File: src/rtl/ram_reader_if.sv
// Bus bundle between ram_reader and its surroundings: RAM read port, control and output stream.
// Checksum signals exist only when RAM_READER_CHECKSUM_EN is defined.
interface ram_reader_if #(
  parameter int unsigned AW = 8,
  parameter int unsigned DW = 8
) ();
  logic          start;
  logic [AW-1:0] base_addr;
  logic [AW:0]   length;
  logic          cs_ram;
  logic          rd_ram;
  logic [AW-1:0] addr_ram;
  logic [DW-1:0] ram_data;
  logic [DW-1:0] dout;
  logic          dout_valid;
  logic          dout_ready;
  logic          busy;
  logic          done;
`ifdef RAM_READER_CHECKSUM_EN
  logic [DW-1:0] checksum;
  logic          checksum_valid;

  modport slave (
    input  start, base_addr, length, ram_data, dout_ready,
    output cs_ram, rd_ram, addr_ram, dout, dout_valid, busy, done, checksum, checksum_valid
  );
  modport master (
    output start, base_addr, length, ram_data, dout_ready,
    input  cs_ram, rd_ram, addr_ram, dout, dout_valid, busy, done, checksum, checksum_valid
  );
`else
  modport slave (
    input  start, base_addr, length, ram_data, dout_ready,
    output cs_ram, rd_ram, addr_ram, dout, dout_valid, busy, done
  );
  modport master (
    output start, base_addr, length, ram_data, dout_ready,
    input  cs_ram, rd_ram, addr_ram, dout, dout_valid, busy, done
  );
`endif
endinterface

File: src/rtl/ram_reader.sv
// Reads a contiguous block of RAM and streams it out through a 2-entry buffer (valid/ready).
// Optional running checksum of accepted words is enabled by defining RAM_READER_CHECKSUM_EN.
module ram_reader #(
  parameter int unsigned AW     = 8,
  parameter int unsigned DW     = 8,
  parameter int unsigned RD_LAT = 1
) (
  input logic         clk_i,
  input logic         rst_i,
  ram_reader_if.slave bus
);

  typedef enum logic [1:0] {StIdle, StRun, StFin} state_e;

  state_e            state_q, state_d;
  logic [AW-1:0]     base_q, base_d;
  logic [AW:0]       len_q, len_d;
  logic [AW:0]       issued_q, issued_d;
  logic [RD_LAT-1:0] vld_q, vld_d;
  logic [1:0]        cnt_q, cnt_d;
  logic [DW-1:0]     head_q, head_d;
  logic [DW-1:0]     tail_q, tail_d;
  logic [1:0]        inflight_q, inflight_d;
  logic [2:0]        room;
  logic              issue, push, pop, accept_start;

  always_comb begin
    accept_start = (state_q == StIdle) && bus.start;
    push         = vld_q[RD_LAT-1];
    pop          = (cnt_q != 2'd0) && bus.dout_ready;

    inflight_q = '0;
    for (int i = 0; i < int'(RD_LAT); i++) inflight_q = inflight_q + {1'b0, vld_q[i]};

    // A word leaving this cycle frees its slot for a new read in the same cycle.
    room  = {1'b0, cnt_q} + {1'b0, inflight_q} - {2'b00, pop};
    issue = (state_q == StRun) && (issued_q < len_q) && (room < 3'd2);

    vld_d    = '0;
    vld_d[0] = issue;
    for (int i = 1; i < int'(RD_LAT); i++) vld_d[i] = vld_q[i-1];

    inflight_d = '0;
    for (int i = 0; i < int'(RD_LAT); i++) inflight_d = inflight_d + {1'b0, vld_d[i]};

    base_d   = base_q;
    len_d    = len_q;
    issued_d = issued_q + {{AW{1'b0}}, issue};
    if (accept_start) begin
      base_d   = bus.base_addr;
      len_d    = bus.length;
      issued_d = '0;
    end

    cnt_d  = cnt_q + {1'b0, push} - {1'b0, pop};
    head_d = head_q;
    tail_d = tail_q;
    if (pop && (cnt_q == 2'd2)) begin
      head_d = tail_q;
      if (push) tail_d = bus.ram_data;
    end else if (push) begin
      if ((cnt_q == 2'd0) || ((cnt_q == 2'd1) && pop)) head_d = bus.ram_data;
      else                                               tail_d = bus.ram_data;
    end

    state_d = state_q;
    unique case (state_q)
      // length=0 also passes through one empty RUN cycle so busy is visible before done.
      StIdle: if (bus.start) state_d = StRun;
      StRun: begin
        if ((issued_d == len_q) && (inflight_d == 2'd0) && (cnt_d == 2'd0)) state_d = StFin;
      end
      StFin:   state_d = StIdle;
      default: state_d = StIdle;
    endcase
  end

  always_ff @(posedge clk_i) begin
    if (rst_i) begin
      state_q  <= StIdle;
      base_q   <= '0;
      len_q    <= '0;
      issued_q <= '0;
      vld_q    <= '0;
      cnt_q    <= '0;
      head_q   <= '0;
      tail_q   <= '0;
    end else begin
      state_q  <= state_d;
      base_q   <= base_d;
      len_q    <= len_d;
      issued_q <= issued_d;
      vld_q    <= vld_d;
      cnt_q    <= cnt_d;
      head_q   <= head_d;
      tail_q   <= tail_d;
    end
  end

  assign bus.cs_ram     = issue;
  assign bus.rd_ram     = issue;
  assign bus.addr_ram   = base_q + issued_q[AW-1:0];
  assign bus.dout       = head_q;
  assign bus.dout_valid = (cnt_q != 2'd0);
  assign bus.busy       = (state_q == StRun);
  assign bus.done       = (state_q == StFin);

`ifdef RAM_READER_CHECKSUM_EN
  logic [DW-1:0] sum_q, sum_d;

  always_comb begin
    sum_d = sum_q;
    if (accept_start) sum_d = '0;
    else if (pop)     sum_d = sum_q + head_q;
  end

  always_ff @(posedge clk_i) begin
    if (rst_i) sum_q <= '0;
    else       sum_q <= sum_d;
  end

  assign bus.checksum       = sum_q;
  assign bus.checksum_valid = (state_q == StFin);
`endif

endmodule

File: src/flat_wrapper.sv
// flat-port wrapper written by rule: the top's interface ports become plain ports
module ram_reader_flat 
#(
  parameter int unsigned AW     = 8,
  parameter int unsigned DW     = 8,
  parameter int unsigned RD_LAT = 1
)
  (clk_i, rst_i, bus_start, bus_base_addr, bus_length, bus_ram_data, bus_dout_ready, bus_cs_ram, bus_rd_ram, bus_addr_ram, bus_dout, bus_dout_valid, bus_busy, bus_done);
  ram_reader_if #(.AW(AW), .DW(DW)) bus_i ();
  input logic clk_i;
  input logic rst_i;
  input wire logic [$bits(bus_i.start)-1:0] bus_start;
  input wire logic [$bits(bus_i.base_addr)-1:0] bus_base_addr;
  input wire logic [$bits(bus_i.length)-1:0] bus_length;
  input wire logic [$bits(bus_i.ram_data)-1:0] bus_ram_data;
  input wire logic [$bits(bus_i.dout_ready)-1:0] bus_dout_ready;
  output wire logic [$bits(bus_i.cs_ram)-1:0] bus_cs_ram;
  output wire logic [$bits(bus_i.rd_ram)-1:0] bus_rd_ram;
  output wire logic [$bits(bus_i.addr_ram)-1:0] bus_addr_ram;
  output wire logic [$bits(bus_i.dout)-1:0] bus_dout;
  output wire logic [$bits(bus_i.dout_valid)-1:0] bus_dout_valid;
  output wire logic [$bits(bus_i.busy)-1:0] bus_busy;
  output wire logic [$bits(bus_i.done)-1:0] bus_done;
  assign bus_i.start = bus_start;
  assign bus_i.base_addr = bus_base_addr;
  assign bus_i.length = bus_length;
  assign bus_i.ram_data = bus_ram_data;
  assign bus_i.dout_ready = bus_dout_ready;
  assign bus_cs_ram = bus_i.cs_ram;
  assign bus_rd_ram = bus_i.rd_ram;
  assign bus_addr_ram = bus_i.addr_ram;
  assign bus_dout = bus_i.dout;
  assign bus_dout_valid = bus_i.dout_valid;
  assign bus_busy = bus_i.busy;
  assign bus_done = bus_i.done;
  ram_reader #(.AW(AW), .DW(DW), .RD_LAT(RD_LAT)) u_core (.clk_i(clk_i), .rst_i(rst_i), .bus(bus_i));
endmodule
File: config.mk
export PLATFORM = sky130hd
export DESIGN_NAME = ram_reader_flat
export DESIGN_NICKNAME = d
export VERILOG_FILES = /design/src/rtl/ram_reader_if.sv /design/src/rtl/ram_reader.sv /design/src/flat_wrapper.sv
export SDC_FILE = /design/constraint.sdc
export NUM_CORES = 1
export LEC_CHECK = 0
export ABC_CLOCK_PERIOD_IN_PS = 8300
export CAP_MARGIN = 20
export CORE_MARGIN = 2
export CORE_UTILIZATION = 55
export DETAILED_ROUTE_END_ITERATION = 10
export GPL_ROUTABILITY_DRIVEN = 0
export PLACE_DENSITY = 0.95
export SLEW_MARGIN = 5
export SYNTH_ARGS = -nofsm -noshare
export SYNTH_HDL_FRONTEND = slang
export SYNTH_SLANG_ARGS = --single-unit
File: constraint.sdc
create_clock -name clk_i -period 8.3 [get_ports clk_i]
set_clock_uncertainty 0.05 [all_clocks]
set_input_delay 0.83 -clock clk_i [delete_from_list [all_inputs] [get_ports clk_i]]
set_output_delay 0.83 -clock clk_i [all_outputs]
set_load 0.005 [all_outputs]
==> impl_metrics.prom, run 1 <==
# TYPE chip_impl_metric gauge
chip_impl_metric{name="numCtsBuffers",unit=""} 5
chip_impl_info{name="worst_path_dominant_cell_family",value="adder cells"} 1
chip_impl_metric{name="routed_wl",unit="um"} 5800
chip_impl_info{name="unrepaired_setup_endpoints_after_global_routing",value="false"} 1
chip_impl_info{name="hold_path.class",value="flip-flop to flip-flop"} 1
chip_impl_metric{name="crit_required",unit="ns"} 8.39
chip_impl_info{name="criticalPathCategory",value="input port to flip-flop"} 1
chip_impl_metric{name="grt_first_pass_wirelength",unit="um"} 9670
chip_impl_info{name="cp_cell_sequence",value="clkdlybuf4s50_1, and2_1, ha_1, inv_1, ha_1, fa_1, nor4b_1, o211ai_1, a21oi_1, ha_1, ha_1, nand3_1, nor2_1, xnor2_1, or4b_2, o211ai_1, a41oi_1"} 1
chip_impl_info{name="postSynth.topFlopCell",value="sky130_fd_sc_hd__dfxtp_1"} 1
chip_impl_info{name="worst_setup_path_end_kind",value="flip-flop"} 1
chip_impl_metric{name="worst_setup_hold_path_clk_slew",unit="ns"} 0.08
chip_impl_metric{name="average_cell_area_after_synthesis",unit="sq um"} 8.46
chip_impl_info{name="critical_path.most_common_cell",value="sky130_fd_sc_hd__ha_1"} 1
chip_impl_metric{name="ys_warn_count",unit=""} 0
chip_impl_metric{name="drt_iter0_markers",unit=""} 135
chip_impl_metric{name="syn-instance-count",unit=""} 297
chip_impl_metric{name="via_count_of_the_first_global_routing_pass",unit=""} 2115
chip_impl_metric{name="post_cts_buffers",unit=""} 0
chip_impl_metric{name="cts.hold.buffers_added",unit=""} 0
chip_impl_metric{name="clkSinkCount",unit=""} 47
chip_impl_metric{name="cts_htree_levels",unit=""} 2
chip_impl_info{name="cts_tree",value="yes"} 1
chip_impl_metric{name="grt-ovfl-total",unit=""} 0
chip_impl_metric{name="preCtsSetupSlack",unit="ns"} 3.10
chip_impl_info{name="worstReg2RegEnd",value="u_core.state_q[0]"} 1
chip_impl_metric{name="critical_path_arrival",unit="ns"} 5.01
chip_impl_metric{name="clockBufferDepth",unit=""} 2
chip_impl_metric{name="die_width",unit="um"} 71.6
chip_impl_metric{name="max-cap-violations",unit=""} 0
chip_impl_metric{name="design.die.area",unit="sq mm"} 0.00512
chip_impl_metric{name="parity_gate_share_of_the_synthesized_area_counting_xor_and_xnor_cells",unit=""} 0.0683
chip_impl_metric{name="area_growth_syn_to_layout",unit="%"} 23.9
chip_impl_metric{name="design.final.nets",unit=""} 393
chip_impl_metric{name="netSwitchingFraction",unit=""} 0.335
chip_impl_metric{name="detailed_place_hpwl",unit="um"} 4230
chip_impl_metric{name="totalNegativeSetupSlack",unit="ns"} 0
chip_impl_metric{name="hold_path_depth",unit=""} 2
chip_impl_metric{name="synthesis.nets",unit=""} 347
chip_impl_metric{name="synth.distinct_cells",unit=""} 42
chip_impl_info{name="r2r_start",value="u_core.cnt_q[1]"} 1
chip_impl_metric{name="cp.buffers_inverters",unit=""} 2
chip_impl_metric{name="grt_start_max_net_pins",unit=""} 40
chip_impl_metric{name="switchingPower",unit="uW"} 242
chip_impl_info{name="synth_top_family_by_area",value="simple AND/OR/NAND/NOR gates"} 1
chip_impl_metric{name="final_core_utilization",unit=""} 0.709
chip_impl_metric{name="wl_per_cell",unit="um"} 14.7
chip_impl_metric{name="port-buffer-count",unit=""} 49
chip_impl_metric{name="p_clk_frac",unit=""} 0.173
chip_impl_metric{name="period_share",unit=""} 0.592
chip_impl_metric{name="die_height",unit="um"} 71.6
chip_impl_metric{name="seqCellArea",unit="sq um"} 941
chip_impl_metric{name="synthArstFlopShare",unit=""} 0
chip_impl_metric{name="intPower",unit="uW"} 481
chip_impl_metric{name="hold_ws",unit="ns"} 0.412
chip_impl_metric{name="area_inside_the_core_boundary",unit="sq mm"} 0.00438
chip_impl_metric{name="synth-compound-area-share",unit=""} 0.147
chip_impl_metric{name="power_per_cell_area",unit="mW/mm^2"} 233
chip_impl_metric{name="synth-adder-area-share",unit=""} 0.111
chip_impl_metric{name="area_of_the_multi_input_gates",unit="sq mm"} 0.00144
chip_impl_metric{name="synth_sequential_area_ratio",unit=""} 0.375
chip_impl_metric{name="finalWorstSetupSlack",unit="ns"} 3.38
chip_impl_metric{name="antenna_left",unit=""} 0
chip_impl_metric{name="syn_std_cell_area",unit="sq mm"} 0.00251
chip_impl_info{name="worstSetupStartpoint",value="bus_dout_ready"} 1
chip_impl_metric{name="route.vias.total",unit=""} 2201
chip_impl_metric{name="rrSetupSlack",unit="ns"} 3.84
chip_impl_metric{name="antenna_violations_before_repair",unit=""} 0
chip_impl_metric{name="rr_worst_depth",unit=""} 18
chip_impl_info{name="timing.hold.worst.start",value="u_core.base_q[6]"} 1
chip_impl_metric{name="setup_viol",unit=""} 0
chip_impl_info{name="critPathSlowestCell",value="sky130_fd_sc_hd__or4b_2"} 1
chip_impl_metric{name="power.share.combinational",unit=""} 0.425
chip_impl_metric{name="diodes",unit=""} 0
chip_impl_metric{name="floorplan.initialDensity",unit=""} 0.573
chip_impl_metric{name="firstDrtPassIters",unit=""} 4
chip_impl_info{name="startpoint_type",value="input port"} 1
chip_impl_metric{name="post-route-min-period",unit="ns"} 4.92
chip_impl_metric{name="crit_fanout",unit=""} 5
chip_impl_metric{name="cts_repair_resize_count",unit=""} 0
chip_impl_metric{name="rel_slew_slack",unit=""} 0.329
chip_impl_metric{name="max_freq",unit="MHz"} 203
chip_impl_metric{name="power.sequential.fraction",unit=""} 0.402
chip_impl_metric{name="via_per_inst",unit=""} 5.59
chip_impl_metric{name="insertion_delay",unit="ns"} 0.29
chip_impl_metric{name="number_of_remaining_drc_errors",unit=""} 0
chip_impl_metric{name="grt_usage",unit=""} 0.240
chip_impl_metric{name="maxSlewViolCount",unit=""} 0
chip_impl_metric{name="num-fill-cells",unit=""} 327
chip_impl_metric{name="num_rows",unit=""} 24
chip_impl_metric{name="muxShareOfSynthArea",unit=""} 0.0638
chip_impl_info{name="cts_root_buffer",value="sky130_fd_sc_hd__clkbuf_8"} 1
chip_impl_metric{name="io-pin-count",unit=""} 50
chip_impl_info{name="min_delay_worst_endpoint",value="u_core.base_q[6]"} 1
chip_impl_metric{name="final_layout_size_suffix_gt1_frac",unit=""} 0.0322
chip_impl_metric{name="report.power.total",unit="uW"} 723
chip_impl_metric{name="critPathMaxStageDelay",unit="ns"} 0.63
chip_impl_metric{name="worst_slew_pin_slew",unit="ns"} 1.00
chip_impl_metric{name="synth-edff-count",unit=""} 0
chip_impl_metric{name="ys_seq_elements",unit=""} 47
chip_impl_metric{name="irDropWorstVdd",unit="V"} 0.000138
chip_impl_metric{name="power_leakage",unit="nW"} 1.34
chip_impl_metric{name="synthSimpleGateAreaFrac",unit=""} 0.183
chip_impl_info{name="run_status",value="finished clean"} 1
chip_impl_metric{name="hold_violations",unit=""} 0
-- worst register-to-register path: cells and delay by family (launching register included) --
kind            cells  cell delay [ns]
xor+xnor            1             0.14
buf+inv             2             0.16
flops               1             0.36
compound gates      4             0.74
simple gates        6             1.45
fa+ha+maj           5             1.40
-- cell usage after synthesis (2+ instances only) --
cell,count,area (sq um)
sky130_fd_sc_hd__o211ai_1,2,15.0
sky130_fd_sc_hd__xor2_1,3,26.3
sky130_fd_sc_hd__nand3_1,7,35.0
sky130_fd_sc_hd__a211oi_1,8,60.1
sky130_fd_sc_hd__o21bai_1,3,22.5
sky130_fd_sc_hd__a21o_1,4,30.0
sky130_fd_sc_hd__inv_1,22,82.6
sky130_fd_sc_hd__clkbuf_1,11,41.3
sky130_fd_sc_hd__a21oi_1,25,125
sky130_fd_sc_hd__nor2b_1,6,37.5
sky130_fd_sc_hd__dfxtp_1,47,941
sky130_fd_sc_hd__xnor2_1,14,123
sky130_fd_sc_hd__ha_1,19,238
sky130_fd_sc_hd__nand4_1,2,12.5
sky130_fd_sc_hd__fa_1,2,40.0
sky130_fd_sc_hd__o21ai_0,3,15.0
sky130_fd_sc_hd__nor2_1,33,124
sky130_fd_sc_hd__o21ai_1,2,10.0
sky130_fd_sc_hd__nand2_1,45,169
sky130_fd_sc_hd__o221ai_1,2,17.5
sky130_fd_sc_hd__mux2i_1,16,160
-- worst max-delay path by stage --
stage | to | slack (ns) | cells after the start
2_1_floorplan | u_core.state_q[0] | 3.90 | 16
3_5_place_dp | u_core.state_q[0] | 3.10 | 17
3_3_place_gp | u_core.state_q[0] | 3.30 | 17
4_1_cts | u_core.state_q[0] | 3.38 | 17
5_1_grt | u_core.state_q[0] | 3.02 | 17
6_report | u_core.state_q[0] | 3.38 | 17
-- power by group through the flow --
stage,Sequential [mW],Combinational [mW],Clock [mW]
after floorplan,0.290,0.188,0
after global placement,0.293,0.294,0
after detailed placement,0.295,0.305,0
after CTS,0.290,0.308,0.129
after global routing,0.295,0.343,0.136
final,0.290,0.307,0.125
-- per-stage QoR --
| stage | std cells | area, sq um |
|---|---|---|
| after detailed placement | 388 | 3040 |
| final | 394 | 3110 |
| after CTS | 394 | 3110 |
| after global placement | 388 | 3040 |
| after floorplan | 297 | 2510 |
| after global routing | 394 | 3110 |
-- flip-flops by register name, summed over array words and instances, names as in the netlist --
register         count
u_core.base_q        8
u_core.len_q         9
u_core.state_q       2
u_core.bus.dout      8
u_core.cnt_q         2
u_core.tail_q        8
u_core.push          1
u_core.issued_q      9
-- per-layer routing --
| layer | part of all wire | track usage |
|---|---|---|
| met5 | 0 | 0 |
| met4 | 0.023 | 0.109 |
| met3 | 0.044 | 0.0408 |
| met2 | 0.51 | 0.393 |
| met1 | 0.42 | 0.310 |
-- cell type report --
| cell class | instances | share of cell area |
|---|---|---|
| Inverter | 22 | 0.0265 |
| Tap cell | 52 | 0.0209 |
| Clock buffer | 6 | 0.0233 |
| Multi-Input combinational cell | 216 | 0.464 |
| Sequential cell | 47 | 0.302 |
| Timing Repair Buffer | 51 | 0.163 |
-- cells in the final DEF, fill, tap and decap left out, types with 2 or more instances in the layout --
cell / netlist / final
sky130_fd_sc_hd__o221ai_1: 2 / 2
sky130_fd_sc_hd__dfxtp_1: 47 / 47
sky130_fd_sc_hd__o21ai_0: 3 / 3
sky130_fd_sc_hd__xor2_1: 3 / 3
sky130_fd_sc_hd__o21ai_1: 2 / 2
sky130_fd_sc_hd__o21bai_1: 3 / 3
sky130_fd_sc_hd__xnor2_1: 14 / 14
sky130_fd_sc_hd__nor2_1: 33 / 33
sky130_fd_sc_hd__clkdlybuf4s50_1: 0 / 49
sky130_fd_sc_hd__ha_1: 19 / 19
sky130_fd_sc_hd__inv_1: 22 / 22
sky130_fd_sc_hd__mux2i_1: 16 / 16
sky130_fd_sc_hd__clkbuf_8: 0 / 5
sky130_fd_sc_hd__nand3_1: 7 / 7
sky130_fd_sc_hd__a211oi_1: 8 / 8
sky130_fd_sc_hd__buf_4: 1 / 2
sky130_fd_sc_hd__nor2b_1: 6 / 6
sky130_fd_sc_hd__nand4_1: 2 / 2
sky130_fd_sc_hd__fa_1: 2 / 2
sky130_fd_sc_hd__o211ai_1: 2 / 2
sky130_fd_sc_hd__a21o_1: 4 / 4
sky130_fd_sc_hd__nand2_1: 45 / 45
sky130_fd_sc_hd__a21oi_1: 25 / 25
-- logic make-up after synthesis --
group,Yosys count
xor+xnor,18
simple gates,104
buf+inv,34
flops,47
fa+ha+maj,21
compound gates,57
mux,16
Note: power is estimated with default switching activity, not from simulation.
==> run 2, diff against run 1 <==
--- a/config.mk
+++ b/config.mk
@@ -5,13 +5,13 @@
 export SDC_FILE = /design/constraint.sdc
 export NUM_CORES = 1
 export LEC_CHECK = 0
-export ABC_CLOCK_PERIOD_IN_PS = 8300
+export ABC_CLOCK_PERIOD_IN_PS = 5150
 export CAP_MARGIN = 20
 export CORE_MARGIN = 2
-export CORE_UTILIZATION = 55
+export CORE_UTILIZATION = 51
 export DETAILED_ROUTE_END_ITERATION = 10
 export GPL_ROUTABILITY_DRIVEN = 0
-export PLACE_DENSITY = 0.95
+export PLACE_DENSITY = 0.9
 export SLEW_MARGIN = 5
 export SYNTH_ARGS = -nofsm -noshare
 export SYNTH_HDL_FRONTEND = slang
==> constraint.sdc (replaced) <==
create_clock -name clk_i -period 5.15 [get_ports clk_i]
set_clock_uncertainty 0.05 [all_clocks]
set_input_delay 0.515 -clock clk_i [delete_from_list [all_inputs] [get_ports clk_i]]
set_output_delay 0.515 -clock clk_i [all_outputs]
set_load 0.005 [all_outputs]
==> impl_metrics.prom, run 2 (same netlist as run 1, synthesis figures left out) <==
# TYPE chip_impl_metric gauge
chip_impl_info{name="run_status",value="finished clean"} 1
chip_impl_metric{name="final_layout_size_suffix_gt1_frac",unit=""} 0.0378
chip_impl_metric{name="post_cts_buffers",unit=""} 0
chip_impl_metric{name="io-pin-count",unit=""} 50
chip_impl_metric{name="port-buffer-count",unit=""} 49
chip_impl_metric{name="diodes",unit=""} 0
chip_impl_metric{name="die_height",unit="um"} 74.2
chip_impl_metric{name="design.final.nets",unit=""} 394
chip_impl_metric{name="rel_slew_slack",unit=""} 0.308
chip_impl_metric{name="wl_per_cell",unit="um"} 14.1
chip_impl_metric{name="firstDrtPassIters",unit=""} 4
chip_impl_metric{name="floorplan.initialDensity",unit=""} 0.532
chip_impl_metric{name="number_of_remaining_drc_errors",unit=""} 0
chip_impl_metric{name="insertion_delay",unit="ns"} 0.30
chip_impl_metric{name="max-cap-violations",unit=""} 0
chip_impl_metric{name="area_growth_syn_to_layout",unit="%"} 26.1
chip_impl_metric{name="antenna_left",unit=""} 0
chip_impl_metric{name="design.die.area",unit="sq mm"} 0.00550
chip_impl_metric{name="hold_ws",unit="ns"} 0.411
chip_impl_info{name="hold_path.class",value="flip-flop to flip-flop"} 1
chip_impl_metric{name="cts_htree_levels",unit=""} 2
chip_impl_metric{name="clockBufferDepth",unit=""} 2
chip_impl_info{name="most-common-layout-cells",value="sky130_fd_sc_hd__clkdlybuf4s50_1 (49), sky130_fd_sc_hd__dfxtp_1 (47), sky130_fd_sc_hd__nand2_1 (45), sky130_fd_sc_hd__nor2_1 (33), sky130_fd_sc_hd__a21oi_1 (25)"} 1
chip_impl_metric{name="via_per_inst",unit=""} 5.39
chip_impl_metric{name="antenna_violations_before_repair",unit=""} 0
chip_impl_metric{name="crit_required",unit="ns"} 5.26
chip_impl_metric{name="worst_slew_pin_slew",unit="ns"} 1.03
chip_impl_metric{name="power_leakage",unit="nW"} 1.36
chip_impl_info{name="criticalPathCategory",value="input port to flip-flop"} 1
chip_impl_metric{name="max_freq",unit="MHz"} 228
chip_impl_metric{name="period_share",unit=""} 0.852
chip_impl_metric{name="grt_start_max_net_pins",unit=""} 40
chip_impl_metric{name="die_width",unit="um"} 74.2
chip_impl_metric{name="power_per_cell_area",unit="mW/mm^2"} 388
chip_impl_metric{name="final_core_utilization",unit=""} 0.670
chip_impl_metric{name="clkSinkCount",unit=""} 47
chip_impl_metric{name="num_rows",unit=""} 25
chip_impl_metric{name="numCtsBuffers",unit=""} 5
chip_impl_info{name="cts_tree",value="yes"} 1
chip_impl_metric{name="grt_usage",unit=""} 0.226
chip_impl_metric{name="crit_fanout",unit=""} 4
chip_impl_metric{name="route.vias.total",unit=""} 2216
chip_impl_metric{name="totalNegativeSetupSlack",unit="ns"} 0
chip_impl_info{name="layout_commonest_cell",value="sky130_fd_sc_hd__clkdlybuf4s50_1"} 1
chip_impl_info{name="worst_setup_path_end_kind",value="flip-flop"} 1
chip_impl_metric{name="via_count_of_the_first_global_routing_pass",unit=""} 2092
chip_impl_info{name="unrepaired_setup_endpoints_after_global_routing",value="false"} 1
chip_impl_metric{name="routed_wl",unit="um"} 5780
chip_impl_metric{name="num-fill-cells",unit=""} 387
chip_impl_metric{name="drt_iter0_markers",unit=""} 107
chip_impl_metric{name="dp.cells",unit=""} 404
chip_impl_metric{name="setup_viol",unit=""} 0
chip_impl_metric{name="grt-ovfl-total",unit=""} 0
chip_impl_metric{name="report.power.total",unit="mW"} 1.23
chip_impl_metric{name="layout.cells.non_filler",unit=""} 411
chip_impl_info{name="startpoint_type",value="input port"} 1
chip_impl_metric{name="irDropWorstVdd",unit="V"} 0.000151
chip_impl_metric{name="cts.hold.buffers_added",unit=""} 0
chip_impl_metric{name="hold_violations",unit=""} 0
chip_impl_info{name="cts_root_buffer",value="sky130_fd_sc_hd__clkbuf_8"} 1
chip_impl_metric{name="grt_first_pass_wirelength",unit="um"} 9530
chip_impl_metric{name="worst_setup_hold_path_clk_slew",unit="ns"} 0.08
chip_impl_metric{name="area_inside_the_core_boundary",unit="sq mm"} 0.00472
chip_impl_metric{name="detailed_place_hpwl",unit="um"} 4220
chip_impl_metric{name="post-route-min-period",unit="ns"} 4.39
chip_impl_metric{name="cts_repair_resize_count",unit=""} 0
chip_impl_metric{name="maxSlewViolCount",unit=""} 0
chip_impl_metric{name="critical_path_arrival",unit="ns"} 4.50
chip_impl_info{name="largest_registers",value="u_core.issued_q x9, u_core.len_q x9"} 1
run 2: cell types whose count changed in the layout (fill, tap and decap cells not counted):
cell	previous run	this run
sky130_fd_sc_hd__bufinv_16	0	1
sky130_fd_sc_hd__buf_4	2	3
run 2: area by class of cell:
cell class,count,area [sq um],share of cell area
Sequential cell,47,941,0.297
Inverter,22,82.6,0.0261
Clock buffer,6,72.6,0.0229
Timing Repair Buffer,52,513,0.162
Multi-Input combinational cell,216,1440,0.456
Tap cell,67,83.8,0.0265
Clock inverter,1,30.0,0.00948
run 2: through the flow:
stage                     worst slack (ns)  instance area (sq um)
after floorplan                       1.05                   2510
after global placement               0.634                   3060
after detailed placement             0.435                   3060
after CTS                            0.741                   3170
after global routing                 0.496                   3170
final                                0.761                   3170
run 2: path summary, 6_finish.rpt:
kind / start / to / slack (ns) / cells after the start
setup reg to reg: u_core.cnt_q[1] / u_core.state_q[0] / 0.88 / 18
hold reg to reg: u_core.base_q[2] / u_core.base_q[2] / 0.41 / 2
setup / recovery: bus_dout_ready / u_core.state_q[0] / 0.76 / 17
hold / removal: u_core.base_q[2] / u_core.base_q[2] / 0.41 / 2
run 2: power by group:
group,switching (mW),internal (mW),total (mW),leakage [nW]
clock network,0.118,0.142,0.260,0.0513
registers,0.0427,0.424,0.467,0.383
logic,0.236,0.266,0.502,0.930
total,0.397,0.832,1.23,1.36
run 2: routing by layer:
metal	track usage	vias to the layer above	part of all wire
met2	0.370	70	0.50
met5	0	-	0
li1	-	1106	-
met4	0.0949	0	0.022
met1	0.296	1028	0.41
met3	0.0379	12	0.063
run 2: critical path, cell delays in order:
cell and delay, ns:
sky130_fd_sc_hd__clkdlybuf4s50_1 0.46, sky130_fd_sc_hd__and2_1 0.17, sky130_fd_sc_hd__ha_1 0.26, sky130_fd_sc_hd__inv_1 0.04
sky130_fd_sc_hd__ha_1 0.19, sky130_fd_sc_hd__fa_1 0.49, sky130_fd_sc_hd__nor4b_1 0.32, sky130_fd_sc_hd__o211ai_1 0.14
sky130_fd_sc_hd__a21oi_1 0.18, sky130_fd_sc_hd__ha_1 0.20, sky130_fd_sc_hd__ha_1 0.23, sky130_fd_sc_hd__nand3_1 0.09
sky130_fd_sc_hd__nor2_1 0.19, sky130_fd_sc_hd__xnor2_1 0.13, sky130_fd_sc_hd__or4b_2 0.63, sky130_fd_sc_hd__o211ai_1 0.12
sky130_fd_sc_hd__a41oi_1 0.13
